===== config.mk =====
export PLATFORM = sky130hd
export DESIGN_NAME = s2p_frame_ctrl
export DESIGN_NICKNAME = d
export VERILOG_FILES = /design/src/rtl/s2p_pkg.sv /design/src/rtl/s2p_out_stage.sv /design/src/rtl/s2p_frame_ctrl.sv
export SDC_FILE = /design/constraint.sdc
export NUM_CORES = 1
export LEC_CHECK = 0
export CORE_MARGIN = 8
export CORE_UTILIZATION = 55
export CTS_BUF_LIST = sky130_fd_sc_hd__clkbuf_16
export CTS_CLUSTER_SIZE = 40
export DETAILED_ROUTE_END_ITERATION = 10
export DONT_BUFFER_PORTS = 1
export PLACE_DENSITY = 0.73
export SYNTH_ARGS = -nofsm -noshare
export SYNTH_HDL_FRONTEND = slang
export SYNTH_SLANG_ARGS = --single-unit

===== constraint.sdc =====
create_clock -name clk_s -period 2.05 [get_ports clk_s]
set_clock_uncertainty 0.2 [all_clocks]
set_input_delay 0.41 -clock clk_s [delete_from_list [all_inputs] [get_ports clk_s]]
set_output_delay 0.41 -clock clk_s [all_outputs]
set_load 0.01 [all_outputs]

===== src/rtl/s2p_pkg.sv =====
// Shared types and default constants for the serial-to-parallel frame path.
package s2p_pkg;

  // Sequencer states: hunting for the sync pattern, or slicing payload words.
  typedef enum logic {
    HUNT = 1'b0,
    DATA = 1'b1
  } s2p_state_t;

  localparam int         DEF_WIDTH           = 4;
  localparam logic [3:0] DEF_SYNC_PATTERN    = 4'b1011;
  localparam int         DEF_WORDS_PER_FRAME = 8;

endpackage


===== src/rtl/s2p_out_stage.sv =====
// Single-entry valid/ready holding register for completed words, with the
// frame marker pulses and the sticky overrun flag.
module s2p_out_stage
  import s2p_pkg::*;
#(
  parameter int WIDTH = DEF_WIDTH
) (
  input  logic             clk_s,
  input  logic             reset_n,
  input  logic             word_done_i,
  input  logic [WIDTH-1:0] word_i,
  input  logic             first_i,
  input  logic             last_i,
  input  logic             ready_i,
  input  logic             clr_overrun_i,
  output logic [WIDTH-1:0] code_o,
  output logic             valid_o,
  output logic             frame_start_o,
  output logic             frame_end_o,
  output logic             overrun_o
);

  logic [WIDTH-1:0] code_q;
  logic             valid_q;
  logic             frame_start_q;
  logic             frame_end_q;
  logic             overrun_q;

  logic             xfer;
  logic             accept;
  logic             drop;

  // A new word fits when the register is empty or is being emptied this edge;
  // otherwise the held word wins and the new one is lost.
  always_comb begin
    xfer   = valid_q & ready_i;
    accept = word_done_i & (~valid_q | ready_i);
    drop   = word_done_i & valid_q & ~ready_i;
  end

  // Holding register, markers and sticky overrun (set beats clear).
  always_ff @(posedge clk_s or negedge reset_n) begin
    if (!reset_n) begin
      code_q        <= '0;
      valid_q       <= 1'b0;
      frame_start_q <= 1'b0;
      frame_end_q   <= 1'b0;
      overrun_q     <= 1'b0;
    end else begin
      if (accept) begin
        code_q  <= word_i;
        valid_q <= 1'b1;
      end else if (xfer) begin
        valid_q <= 1'b0;
      end
      frame_start_q <= accept & first_i;
      frame_end_q   <= accept & last_i;
      if (drop) begin
        overrun_q <= 1'b1;
      end else if (clr_overrun_i) begin
        overrun_q <= 1'b0;
      end
    end
  end

  assign code_o        = code_q;
  assign valid_o       = valid_q;
  assign frame_start_o = frame_start_q;
  assign frame_end_o   = frame_end_q;
  assign overrun_o     = overrun_q;

endmodule


===== src/rtl/s2p_frame_ctrl.sv =====
// Frame sequencer: hunts the sync pattern in the serial stream, then slices
// the following bits into WIDTH-bit words, WORDS_PER_FRAME words per frame.
module s2p_frame_ctrl
  import s2p_pkg::*;
#(
  parameter int               WIDTH           = DEF_WIDTH,
  parameter logic [WIDTH-1:0] SYNC_PATTERN    = DEF_SYNC_PATTERN,
  parameter int               WORDS_PER_FRAME = DEF_WORDS_PER_FRAME
) (
  input  logic             clk_s,
  input  logic             reset_n,
  input  logic             enable,
  input  logic             signal,
  input  logic             resync,
  output logic [WIDTH-1:0] code,
  output logic             code_valid,
  input  logic             code_ready,
  output logic             frame_start,
  output logic             frame_end,
  output logic             overrun,
  input  logic             clr_overrun,
  output logic             locked
);

  localparam int BW = (WIDTH > 1) ? $clog2(WIDTH) : 1;
  localparam int WW = $clog2(WORDS_PER_FRAME + 1);

  logic [WIDTH-1:0] sh_q;
  logic [WIDTH-1:0] sh_d;
  s2p_state_t       state_q;
  logic [BW-1:0]    bit_cnt_q;
  logic [WW-1:0]    word_cnt_q;

  logic             word_end;
  logic             last_word;
  logic             first_word;
  logic             word_done;

  // Next shifter value; the completed word and the sync match both look at it.
  always_comb begin
    sh_d       = {sh_q[WIDTH-2:0], signal};
    word_end   = (state_q == DATA) && (bit_cnt_q == BW'(WIDTH - 1));
    last_word  = (word_cnt_q == WW'(WORDS_PER_FRAME - 1));
    first_word = (word_cnt_q == '0);
    // resync discards a word completing on the same edge.
    word_done  = enable & word_end & ~resync;
  end

  // Shifter, counters and HUNT/DATA sequencing.
  always_ff @(posedge clk_s or negedge reset_n) begin
    if (!reset_n) begin
      sh_q       <= '0;
      state_q    <= HUNT;
      bit_cnt_q  <= '0;
      word_cnt_q <= '0;
    end else begin
      if (enable) begin
        sh_q <= sh_d;
      end
      if (resync) begin
        state_q    <= HUNT;
        bit_cnt_q  <= '0;
        word_cnt_q <= '0;
      end else if (enable) begin
        case (state_q)
          HUNT: begin
            if (sh_d == SYNC_PATTERN) begin
              state_q    <= DATA;
              bit_cnt_q  <= '0;
              word_cnt_q <= '0;
            end
          end
          DATA: begin
            if (word_end) begin
              bit_cnt_q <= '0;
              if (last_word) begin
                state_q    <= HUNT;
                word_cnt_q <= '0;
              end else begin
                word_cnt_q <= word_cnt_q + WW'(1);
              end
            end else begin
              bit_cnt_q <= bit_cnt_q + BW'(1);
            end
          end
          default: state_q <= HUNT;
        endcase
      end
    end
  end

  assign locked = (state_q == DATA);

  s2p_out_stage #(
    .WIDTH(WIDTH)
  ) u_out_stage (
    .clk_s         (clk_s),
    .reset_n       (reset_n),
    .word_done_i   (word_done),
    .word_i        (sh_d),
    .first_i       (first_word),
    .last_i        (last_word),
    .ready_i       (code_ready),
    .clr_overrun_i (clr_overrun),
    .code_o        (code),
    .valid_o       (code_valid),
    .frame_start_o (frame_start),
    .frame_end_o   (frame_end),
    .overrun_o     (overrun)
  );

endmodule


-- Word-level counts from Yosys, hierarchy flattened
Index checks and enable logic that the tools add are counted.
- bitwise operators: 13
- muxes and demuxes: 21
- $add $sub $neg: 2
- equality and inequality tests: 5
- reductions and logical operators: 7
- operators by type and width (cell ; number):
    $mux 4 ; 5
    $mux 1 ; 9
    $and 1x1->1 ; 8
    $mux 2 ; 4
    $pmux 4 s2 ; 1
    $reduce_bool 2->1 ; 3
    $add 4x1->4 const B ; 1
    $eq 4x3->1 const B ; 1
    $eq 4x4->1 const B ; 1
    $logic_not 4->1 ; 1
    $not 1->1 ; 4
    $pmux 2 s2 ; 1
    $ne 3x2->1 const B ; 1
    $ne 3x3->1 const B ; 1
    $reduce_and 3->1 ; 1
    $add 2x1->2 const B ; 1
    $eq 2x2->1 const B ; 1
    $pmux 1 s2 ; 1
    $reduce_and 2->1 ; 1
    $logic_and 1x1->1 ; 1
    $or 1x1->1 ; 1
- bits of input ports: 7
- bits in registers: 18
- output and inout bits: 9
- word-level logic and storage cells: 57

-- Depth between registers and ports, before layout
Gate-level depths: netlist (run 1).
- depth after elaboration: 7
- mapped depth: 4
- gate-level depth less buffers: 4

-- By module
Synthesis (run 1) repeated with hierarchy kept, for this count alone.
- cell total of the unflattened synthesis: 77
- area total of the unflattened synthesis: 893.4 um^2
- by module, submodules not included (module ; times used ; cells each ; area each (um^2) ; seq. area each (um^2)):
    s2p_frame_ctrl ; 1 ; 57 ; 575.6 ; 250.2
    s2p_out_stage ; 1 ; 20 ; 317.8 ; 200.2

-- Least setup slack after synthesis (run 1)
OpenSTA, ideal clock, no wires.
- path kind: register -> register
- start point: register bit_cnt_q[0]
- end point: register u_out_stage.code_q[0] (netlist: u_out_stage.code_o[0])
- period minus slack after synthesis: 1.564 ns
- cell stages (with the launch flop): 5
- path slack: 0.486 ns
- required time: 1.725 ns
- arrival time: 1.239 ns
- setup time: 0.125 ns
- path buffers: 0
- cells stage by stage: dfrtp_1 -> ha_1 -> and4b_4 -> nand2_4 -> mux2_4
- longest elaborated chain between the ends: 5
- RTL lines (item ; line ; RTL):
    start: declaration ; s2p_frame_ctrl.sv:31 ; logic [BW-1:0] bit_cnt_q;
    start signal: assignment ; s2p_frame_ctrl.sv:83 ; bit_cnt_q <= bit_cnt_q + BW'(1);
    $eq 2x2->1 ; s2p_frame_ctrl.sv:42 ; word_end = (state_q == DATA) && (bit_cnt_q == BW'(WIDTH - 1));
    $logic_and 1x1->1 ; s2p_frame_ctrl.sv:42 ;
    $and 1x1->1 (2 in a row) ; s2p_frame_ctrl.sv:46 ; word_done = enable & word_end & ~resync;
    $and 1x1->1 ; s2p_out_stage.sv:37 ; accept = word_done_i & (~valid_q | ready_i);
    end signal: assignment ; s2p_out_stage.sv:51 ; code_q <= word_i;
    end: declaration ; s2p_out_stage.sv:23 ; logic [WIDTH-1:0] code_q;
Every way passes these cells.
A chain may end at the register's enable or synchronous reset.

-- Worst setup path after layout (run 1)
- start point: register bit_cnt_q[0]
- end point: register u_out_stage.code_q[1] (netlist: u_out_stage.code_o[1])
The elaborated chain is that of the path after synthesis.

==> results of run 1 <==
-- timing repair --
item                                    in CTS  in global routing
endpoints found under the setup margin       0                  0
hold endpoints to repair                    18                  0
resized for setup                            0                  0
hold buffers                                 1                  0
-- per-layer routing --
metal | track usage | share of wire | vias to the layer above
li1 | - | - | 281
met1 | 0.117 | 0.40 | 298
met2 | 0.204 | 0.56 | 16
met3 | 0.0427 | 0.039 | 0
met4 | 0.0403 | 0 | 0
met5 | 0 | 0 | -
-- worst reg2reg max path: stages, from the launching register on --
cell,delay [ns]
dfrtp_1,0.38
ha_1,0.24
and4b_4,0.30
nand2_4,0.10
mux2_4,0.31
-- cell type report --
type	instances	area (µm²)
clock inverter	1	3.75
fill	123	531
multi-input combinational	51	437
inverter	4	15.0
timing repair buffer	1	10.0
sequential	18	450
tap	16	20.0
clock buffer	3	75.1
-- final timing paths --
| kind | end | slack [ns] | depth (start not counted) | start |
|---|---|---|---|---|
| max in group asynchronous | locked | 0.67 | 1 | reset_n |
| hold reg to reg | u_out_stage.frame_start_o | 0.32 | 1 | word_cnt_q[3] |
| min in group asynchronous | word_cnt_q[0] | 0.49 | 1 | reset_n |
| setup / recovery | u_out_stage.code_o[1] | 0.42 | 4 | bit_cnt_q[0] |
| hold / removal | bit_cnt_q[0] | 0.02 | 1 | resync |
| setup reg to reg | u_out_stage.code_o[1] | 0.42 | 4 | bit_cnt_q[0] |
-- flip-flops by register name, summed over array words and instances, names as in the netlist --
name                       flops
u_out_stage.valid_o            1
u_out_stage.code_o             4
u_out_stage.overrun_o          1
u_out_stage.frame_start_o      1
bit_cnt_q                      2
locked                         1
word_cnt_q                     4
sh_q                           3
u_out_stage.frame_end_o        1
-- per-stage QoR --
stage	std cells	hold slack (ns)	worst slack [ns]	total power, W	util
global route	94	0.0153	0.345	0.000833	0.656
global placement	89	-0.0851	0.450	0.000411	0.598
detailed placement	89	-0.0851	0.418	0.000412	0.598
CTS	94	0.0226	0.412	0.000810	0.656
finish	94	0.0249	0.417	0.000799	0.656
floorplan	75	-0.0856	0.486	0.000411	-
-- placed cells by master, fill, tap and decap left out, drive strengths merged, types with 2 or more instances in the layout --
cell type,n
a21oi,2
a31oi,2
and4b,3
clkbuf,3
dfrtp,18
ha,3
inv,4
mux2,7
nand2,6
nand2b,3
nand3,4
nand4b,2
nor2,2
o21ai,3
o31ai,2
-- report_power, final --
part           switching [W]  internal (W)  leakage, nW  total [W]
registers          0.0000126      0.000366        0.245   0.000379
logic              0.0000155     0.0000197        0.168  0.0000351
clock network       0.000126      0.000259       0.0385   0.000385
-- cells in the mapped netlist (all sizes together) (2+ instances only) --
master / n
nand2: 6
o31ai: 2
ha: 3
nor2: 2
inv: 4
dfrtp: 18
o21ai: 3
a31oi: 2
nand3: 4
and4b: 3
mux2: 7
buf: 2
nand2b: 3
nand4b: 2
a21oi: 2
-- logic make-up after synthesis --
group,Yosys count
AND/OR/NAND/NOR,27
flip-flops,18
AO/OA/AOI/OAI,14
multiplexers,7
buffers and inverters,6
adder cells (fa/ha/maj),3
==> summary.txt, run 1 <==
STA
  • RSZ-0062 raised after global routing: no
  • Final Hold Viols: 0
  • Final max-slew violation count: 0
  • Setup violators final: 0
  • Period minus WS final: 1.63 ns
  • Final period util: 0.796
  • Setup TNS: 0 ns
  • Slew @ Worst Pin: around 0.8 ns
  • Fmax: roughly 610 MHz
  • Slew HR: 0.472

Power and ir drop
  • Max IR drop VDD: between 0.6 and 0.7 mV
  • P_leak: between 0.4 and 0.5 nW
  • PwrDens: 790 nW/µm²

Clocking
  • H-tree depth: 1
  • CTS Buffer Depth: 2
  • Clock sink total: 18
  • CTS Root Cell: clkbuf_16
  • CTS tree: yes
  • Post-CTS Setup Inserts: 0
  • Clk pin slew, worst setup/hold paths: 0.05 ns
  • Worst skew pair latency: approximately 0.25 ns
  • Total CTS buffers: 3

Synth
  • #FFs+latches synth: 18
  • Syn_nets: 85
  • Top_reg_cell synth: dfrtp_1
  • Simple-Gate Fraction of Synth Area: 0.209
  • Adder-Cell Fraction of Synth Area: 0.0410
  • Yosys warning count: 0
  • Sequential cell area fraction in the yosys report: 0.492
  • Post-synthesis cell area: roughly 900 µm²
  • Yosys cell types: 32
  • Post-synth EDFFs: 0
  • Mux share of post-synthesis cell area: 0.103
  • Ys async rst share: 1.00
  • Post-synth top area share: 0.492
  • Largest family of logic cells by synthesized area: simple AND/OR/NAND/NOR gates
  • Synth Instances: 75
  • Post-synthesis xor/xnor area fraction: 0
  • Avg Inst Size Synth: between 10 and 15 µm²
  • Compound-gate portion of the synthesized area: 0.124
  • Synth top area cells: dfrtp_1 (49%), mux2_4 (6.6%), ha_1 (4.1%), mux2_2 (3.7%), o31ai_2 (2.7%)
  • Cell taking the most area after synthesis: dfrtp_1

Detailed routing
  • Starting DRT DRC Count: 13
  • Drt pass-1 iters: 6
  • Via count: 595
  • DRC viols: 0
  • Final wirelength: about 1700 µm
  • Antenna viol nets, final: 0
  • Drt wl/cell: approximately 18 µm
  • Via density: around 6.3

Cells and area
  • Final antenna diode count: 0
  • Post-layout nets: roughly 90
  • Final design area excluding fillers: about 1000 µm²
  • Area growth syn-to-layout: 10.5%
  • Layout cells sized above 1: 0.244

Outcome
  • Outcome: finished clean

Placed design
  • I/O Buffers: 0
  • Hpwl dp: between 1000 and 1500 µm
  • Dpl cell area: roughly 920 µm²
  • Placer congestion estimate: 0.743

Setup path
  • Crit Path Max Fanout: 6
  • Arr. time, crit path: 1.56 ns
  • Crit-path cells: ha_1 -> and4b_4 -> nand2_4 -> mux2_4
  • Worst Path Class, Setup: reg -> reg
  • Worst Path Required: 1.98 ns
  • CP top delay family: simple AND/OR/NAND/NOR gates
  • Worst setup SP type: flip-flop
  • Crit. End Element: flip-flop
  • CP bufs+invs: 0
  • Crit-path max cell delay: approximately 0.38 ns
  • Slowest stage cell, crit path: dfrtp_1

Die
  • Top Ports: 16
  • Cell row count: 14
  • Starting Density: 0.593
  • Core area: between 1500 and 2000 µm²
  • Die H: between 50 and 60 µm
  • Die Wd: around 57 µm
  • Die area: 3220 µm²

Hold path
  • Hold Crit Class: in -> reg

Global routing
  • Via count of the first global-routing pass: approximately 620
  • Largest net degree at the start of global routing: 19
  • First-pass GRT wire length: just under 3000 µm
  • GR Util All Layers: 0.114
  • Overflow after GRT: 0
  • Initial antenna violation count: 0

Job
  • Max Cap Viol: 0
Power figures use the tool's default switching activity.
==> run 2: changes to the inputs <==
Settings changed: ABC_AREA from default to 1.
Clock period 2.05 ns to 1.6 ns, I/O delays scaled along.
==> run 2 against run 1 <==
Against the previous run:
- the flow now finishes with violations (hold timing)
- register-to-register slack lost 0.29 ns
- setup slack worse by 0.29 ns
- clock power up 28%
- area after synthesis decreased by 0.96%
- critical path type unchanged
- critical endpoint is now word_cnt_q[0]
==> summary.txt, run 2 <==
Setup path
  • Crit Path Max Fanout: 5
  • Worst setup SP type: flip-flop
  • Worst Path Class, Setup: reg -> reg
  • Worst Path Required: roughly 1.5 ns
  • RR Startpoint: locked
  • CP bufs+invs: 1
  • Worst setup startpoint: locked
  • CP top delay family: simple AND/OR/NAND/NOR gates
  • Crit. End Element: flip-flop
  • R2r setup slk: approximately 0.13 ns
  • Slowest stage cell, crit path: dfrtp_1
  • Arr. time, crit path: between 1 and 1.5 ns
  • Crit path top cell by count: nand2_1
  • Crit-path cells: inv_1 -> nor2_4 -> nand2_1 -> nand3_2 -> nand2_1 -> nand2_1
  • Critical R2R Capture: word_cnt_q[0]
  • Cells on worst reg2reg path: 6
  • CP Depth: 6
  • Critical Path End: word_cnt_q[0]
  • Crit-path max cell delay: about 0.45 ns

STA
  • Final worst setup slack: around 0.13 ns
  • Period minus WS final: between 1 and 1.5 ns
  • Slew @ Worst Pin: between 0.8 and 0.9 ns
  • Setup violators final: 0
  • Setup TNS: 0 ns
  • Final period util: 0.918
  • Fmax: 681 MHz
  • RSZ-0062 raised after global routing: no
  • Slew HR: 0.462
  • Hold Slack: -0.000674 ns
  • Final max-slew violation count: 0
  • Final Hold Viols: 1

Placed design
  • Hpwl dp: around 1300 µm
  • Dpl cell area: 915 µm²
  • Placed insts: about 120
  • DP Worst Slack: 0.156 ns
  • I/O Buffers: 0
  • Placer congestion estimate: a little under 0.8

Cells and area
  • Sequential cell area: approximately 450 µm²
  • Post-route insts no fill: ~130
  • Layout cells sized above 1: 0.104
  • Post-layout nets: 126
  • Final design area excluding fillers: 1020 µm²
  • Final antenna diode count: 0
  • Most frequent cells in the layout: nand2_1 (34), dfrtp_1 (18), inv_1 (14)
  • Area growth syn-to-layout: 13.0%
  • Fillcell total: 117
  • Commonest non-fill, non-tap cell in the layout: nand2_1
  • Multi-input gate area in the final layout: approximately 380 µm²

Clocking
  • H-tree depth: 1
  • Worst skew pair latency: 0.24 ns
  • Post-CTS Setup Inserts: 0
  • CTS tree: yes
  • CTS Root Cell: clkbuf_16
  • CTS Buffer Depth: 2
  • Clock sink total: 18
  • Clk pin slew, worst setup/hold paths: 0.05 ns
  • Total CTS buffers: 3

Die
  • Die area: ~3200 µm²
  • Starting Density: 0.594
  • Core area: around 1500 µm²
  • Cell row count: 14
  • Die Wd: 56.6 µm
  • Top Ports: 16
  • Die H: ~57 µm

Synth
  • Commonest cells in the netlist: nand2_1 (34), dfrtp_1 (18), inv_1 (14), nor2_1 (10), nand3_1 (8)
  • Most frequent cell after synthesis: nand2_1
  • Cell taking the most area after synthesis: dfrtp_1
  • Top_reg_cell synth: dfrtp_1
  • Post-synth top area share: 0.497
  • Ys async rst share: 1.00
  • Syn_nets: 119
  • Yosys cell types: 19
  • Avg Inst Size Synth: 8.31 µm²
  • Synth top area cells: dfrtp_1 (50%), nand2_1 (14%), inv_1 (5.8%), nand3_1 (4.4%), ha_1 (4.1%)
  • Post-synth EDFFs: 0
  • Sequential cell area fraction in the yosys report: 0.497
  • Post-synthesis cell area: about 910 µm²
  • Yosys warning count: 0
  • #FFs+latches synth: 18
  • Synth Instances: 109

Detailed routing
  • Final wirelength: approximately 1800 µm
  • Via density: 5.38
  • Via count: around 700
  • Starting DRT DRC Count: 16
  • DRC viols: 0
  • Drt wl/cell: between 10 and 15 µm
  • Antenna viol nets, final: 0
  • Drt pass-1 iters: 4

Global routing
  • First-pass GRT wire length: around 3200 µm
  • Largest net degree at the start of global routing: 19
  • GR Util All Layers: 0.120
  • Via count of the first global-routing pass: 719
  • Overflow after GRT: 0
  • Initial antenna violation count: 0

Hold path
  • Hold Crit Class: in -> reg

Power and ir drop
  • Max IR drop VDD: approximately 0.98 mV
  • Total power: ~0.0010 W
  • PwrDens: 1010 nW/µm²
  • P_leak: 0.524 nW

Job
  • Max Cap Viol: 0

Outcome
  • Failing checks: hold timing
  • Outcome: complete, but fails checks
-- run 2: changes by cell type in the layout (fill, tap and decap cells not counted), moves of 3 or more --
cell | previous run | this run
nand4_1 | 0 | 3
nand2b_1 | 3 | 0
inv_1 | 4 | 14
mux2_4 | 4 | 0
nor2_1 | 2 | 10
nand2_1 | 5 | 34
o21ai_0 | 2 | 6
nand3_1 | 4 | 8
mux2_2 | 3 | 0
-- run 2: where the power goes --
group	switching [W]	internal (W)
combinational	0.0000392	0.0000197
clock	0.000160	0.000332
sequential	0.0000115	0.000470
total	0.000211	0.000821
-- run 2: cell families after synthesis --
| group | synth area share |
|---|---|
| compound gates | 0.0608 |
| fa+ha+maj | 0.0414 |
| simple gates | 0.319 |
| flops | 0.497 |
| buf+inv | 0.0815 |
-- run 2: per-layer routing --
metal,part of all wire,track usage
met5,0,0
met4,0.011,0.0412
met3,0.048,0.0404
met2,0.49,0.202
met1,0.45,0.136
-- run 2: metrics by stage --
step                hold slack [ns]  utilization
CTS                         0.00262        0.672
detailed placement           -0.175        0.600
finish                    -0.000674        0.672
global route                 0.0130        0.672
floorplan                    -0.176            -
global placement             -0.175        0.600
-- run 2: worst min path at each step --
stage / endpoint / slack [ns] / cells past startpoint / start
floorplan: bit_cnt_q[0] / -0.18 / 0 / reset_n
global placement: u_out_stage.overrun_o / -0.18 / 0 / reset_n
detailed placement: u_out_stage.overrun_o / -0.18 / 0 / reset_n
CTS: sh_q[0] / 0.003 / 2 / enable
global route: sh_q[1] / 0.01 / 2 / enable
finish: sh_q[1] / -0.0007 / 2 / enable
-- run 2: repair_timing --
action                    4_1_cts  5_1_grt
hold buffers                    3        0
hold endpoints to repair       22        0
gates resized for setup         0        0
-- run 2: area by class of cell --
class	count	share of cell area
multi-input cells	74	0.373
flip-flops and latches	18	0.440
clock inverters	1	0.00367
well taps	16	0.0196
clock buffers	3	0.0733
inverters	16	0.0611
repair buffers	3	0.0293
==> run 3: changes to the inputs <==
Settings changed: ABC_AREA 1 to default, REMOVE_ABC_BUFFERS from default to 1.
==> run 3 against run 2 <==
Against the previous run:
- the flow now finishes without violations
- fmax shrank 5.8%
- via count fell by 14%
- power is 0.37% lower
- highest routed layer is now met3
==> summary.txt, run 3 (same netlist as run 1, synthesis figures left out) <==
Clocking
  • Clk pin slew, worst setup/hold paths: 0.05 ns
  • Total CTS buffers: 3
  • CTS Root Cell: clkbuf_16
  • Worst skew pair latency: 0.24 ns
  • CTS Buffer Depth: 2
  • CTS tree: yes
  • Clock sink total: 18
  • Post-CTS Setup Inserts: 0
  • H-tree depth: 1

Cells and area
  • Most frequent cells in the layout: dfrtp_1 (18), inv_1 (4), mux2_4 (4), nand3_1 (4), nand2_1 (4)
  • Post-layout nets: 94
  • Final antenna diode count: 0
  • Sequential cell area: 450 µm²
  • Fillcell total: ~130
  • Layout cells sized above 1: 0.289
  • Multi-input gate area in the final layout: roughly 450 µm²
  • Area growth syn-to-layout: 16.1%
  • Commonest non-fill, non-tap cell in the layout: dfrtp_1

Setup path
  • Crit Path Max Fanout: 6
  • Arr. time, crit path: about 1.5 ns
  • Slowest stage cell, crit path: dfrtp_1
  • Crit. End Element: flip-flop
  • Worst setup SP type: flip-flop
  • Worst Path Class, Setup: reg -> reg
  • Crit-path cells: ha_1 -> and4b_4 -> nand2_4 -> mux2_4
  • Crit-path max cell delay: roughly 0.38 ns
  • Worst Path Required: 1.53 ns
  • Cells on worst reg2reg path: 4

Outcome
  • Outcome: finished clean

Die
  • Die H: approximately 57 µm
  • Core area: about 1500 µm²
  • Die area: ~3200 µm²
  • Die Wd: 56.8 µm
  • Top Ports: 16
  • Cell row count: 14
  • Starting Density: 0.593

Global routing
  • Overflow after GRT: 0
  • Largest net degree at the start of global routing: 19
  • Initial antenna violation count: 0
  • GR Util All Layers: 0.114
  • First-pass GRT wire length: approximately 3000 µm
  • Via count of the first global-routing pass: ~640

STA
  • Final period util: 0.974
  • Final Hold Viols: 0
  • Slew HR: 0.470
  • Setup TNS: 0 ns
  • Fmax: 642 MHz
  • Hold Slack: about 0.027 ns
  • RSZ-0062 raised after global routing: no
  • Slew @ Worst Pin: approximately 0.79 ns
  • Final max-slew violation count: 0
  • Period minus WS final: about 1.6 ns
  • Setup violators final: 0

Power and ir drop
  • P_leak: roughly 0.48 nW
  • Gate power share: 0.055
  • Internal power: 0.000832 W
  • Sequential Power Share: 0.471
  • P_sw: 0.000196 W
  • Clock share of power: 0.475
  • Max IR drop VDD: about 1.2 mV
  • Switch share: 0.191
  • PwrDens: 967 nW/µm²

Placed design
  • I/O Buffers: 0
  • Hpwl dp: 1240 µm
  • Placer congestion estimate: approximately 0.74

Job
  • Max Cap Viol: 0

Detailed routing
  • Drt wl/cell: 18.1 µm
  • DRC viols: 0
  • Antenna viol nets, final: 0
  • Final wirelength: about 1800 µm
  • Drt pass-1 iters: 4
  • Via density: between 6 and 7
  • Via count: approximately 610
  • Starting DRT DRC Count: 12

Hold path
  • Hold Crit Class: in -> reg
  • Min-Delay Path Depth: 1
## run 3: layer usage
layer / global-route usage / vias up / part of all wire
met2: 0.185 / 18 / 0.47
met1: 0.135 / 295 / 0.46
met4: 0.0168 / 0 / 0
met3: 0.0539 / 0 / 0.073
met5: 0 / - / 0
li1: - / 292 / -
## run 3: through the flow
| step | cells | util | power [W] | instance area (µm²) | worst slack (ns) |
|---|---|---|---|---|---|
| 3_3_place_gp | 92 | 0.613 | 0.000528 | 945 | 0.0864 |
| 5_1_grt | 99 | 0.689 | 0.00107 | 1060 | 0.00111 |
| 3_5_place_dp | 92 | 0.613 | 0.000531 | 945 | 0.0667 |
| 6_report | 99 | 0.689 | 0.00103 | 1060 | 0.0414 |
| 2_1_floorplan | 73 | - | 0.000519 | 902 | 0.0358 |
| 4_1_cts | 99 | 0.683 | 0.00104 | 1050 | 0.0326 |
## run 3: layout make-up
| type | instances | area share |
|---|---|---|
| Clock buffer | 3 | 0.0707 |
| Clock inverter | 1 | 0.00353 |
| Inverter | 4 | 0.0141 |
| Multi-Input combinational cell | 51 | 0.419 |
| Sequential cell | 18 | 0.424 |
| Tap cell | 16 | 0.0188 |
| Timing Repair Buffer | 6 | 0.0495 |
## run 3: path summary, 6_finish.rpt
| path | end | slack [ns] | start |
|---|---|---|---|
| max | u_out_stage.code_o[0] | 0.04 | bit_cnt_q[0] |
| min | u_out_stage.code_o[0] | 0.03 | signal |
| max reg2reg | u_out_stage.code_o[0] | 0.04 | bit_cnt_q[0] |
| min reg2reg | u_out_stage.frame_start_o | 0.32 | word_cnt_q[3] |
| max in group asynchronous | bit_cnt_q[1] | 0.30 | reset_n |
| min in group asynchronous | u_out_stage.code_o[1] | 0.41 | reset_n |
## run 3: critical path: cells and delay by family, from the launching register on
kind          cells  cell delay, ns
fa+ha+maj         1            0.21
mux               1            0.31
simple gates      2            0.33
flops             1            0.38
## run 3: what timing repair did
action,CTS,global route
hold endpoints to repair,24,0
resized for setup,0,2
endpoints found under the setup margin,0,3
hold buffers,3,0
## run 3: power by group through the flow
| stage | Combinational [W] | Sequential, W | Clock (W) |
|---|---|---|---|
| after floorplan | 0.0000312 | 0.000488 | 0 |
| after global placement | 0.0000379 | 0.000490 | 0 |
| after detailed placement | 0.0000395 | 0.000491 | 0 |
| after CTS | 0.0000563 | 0.000484 | 0.000503 |
| after global routing | 0.0000616 | 0.000486 | 0.000524 |
| final | 0.0000560 | 0.000484 | 0.000488 |
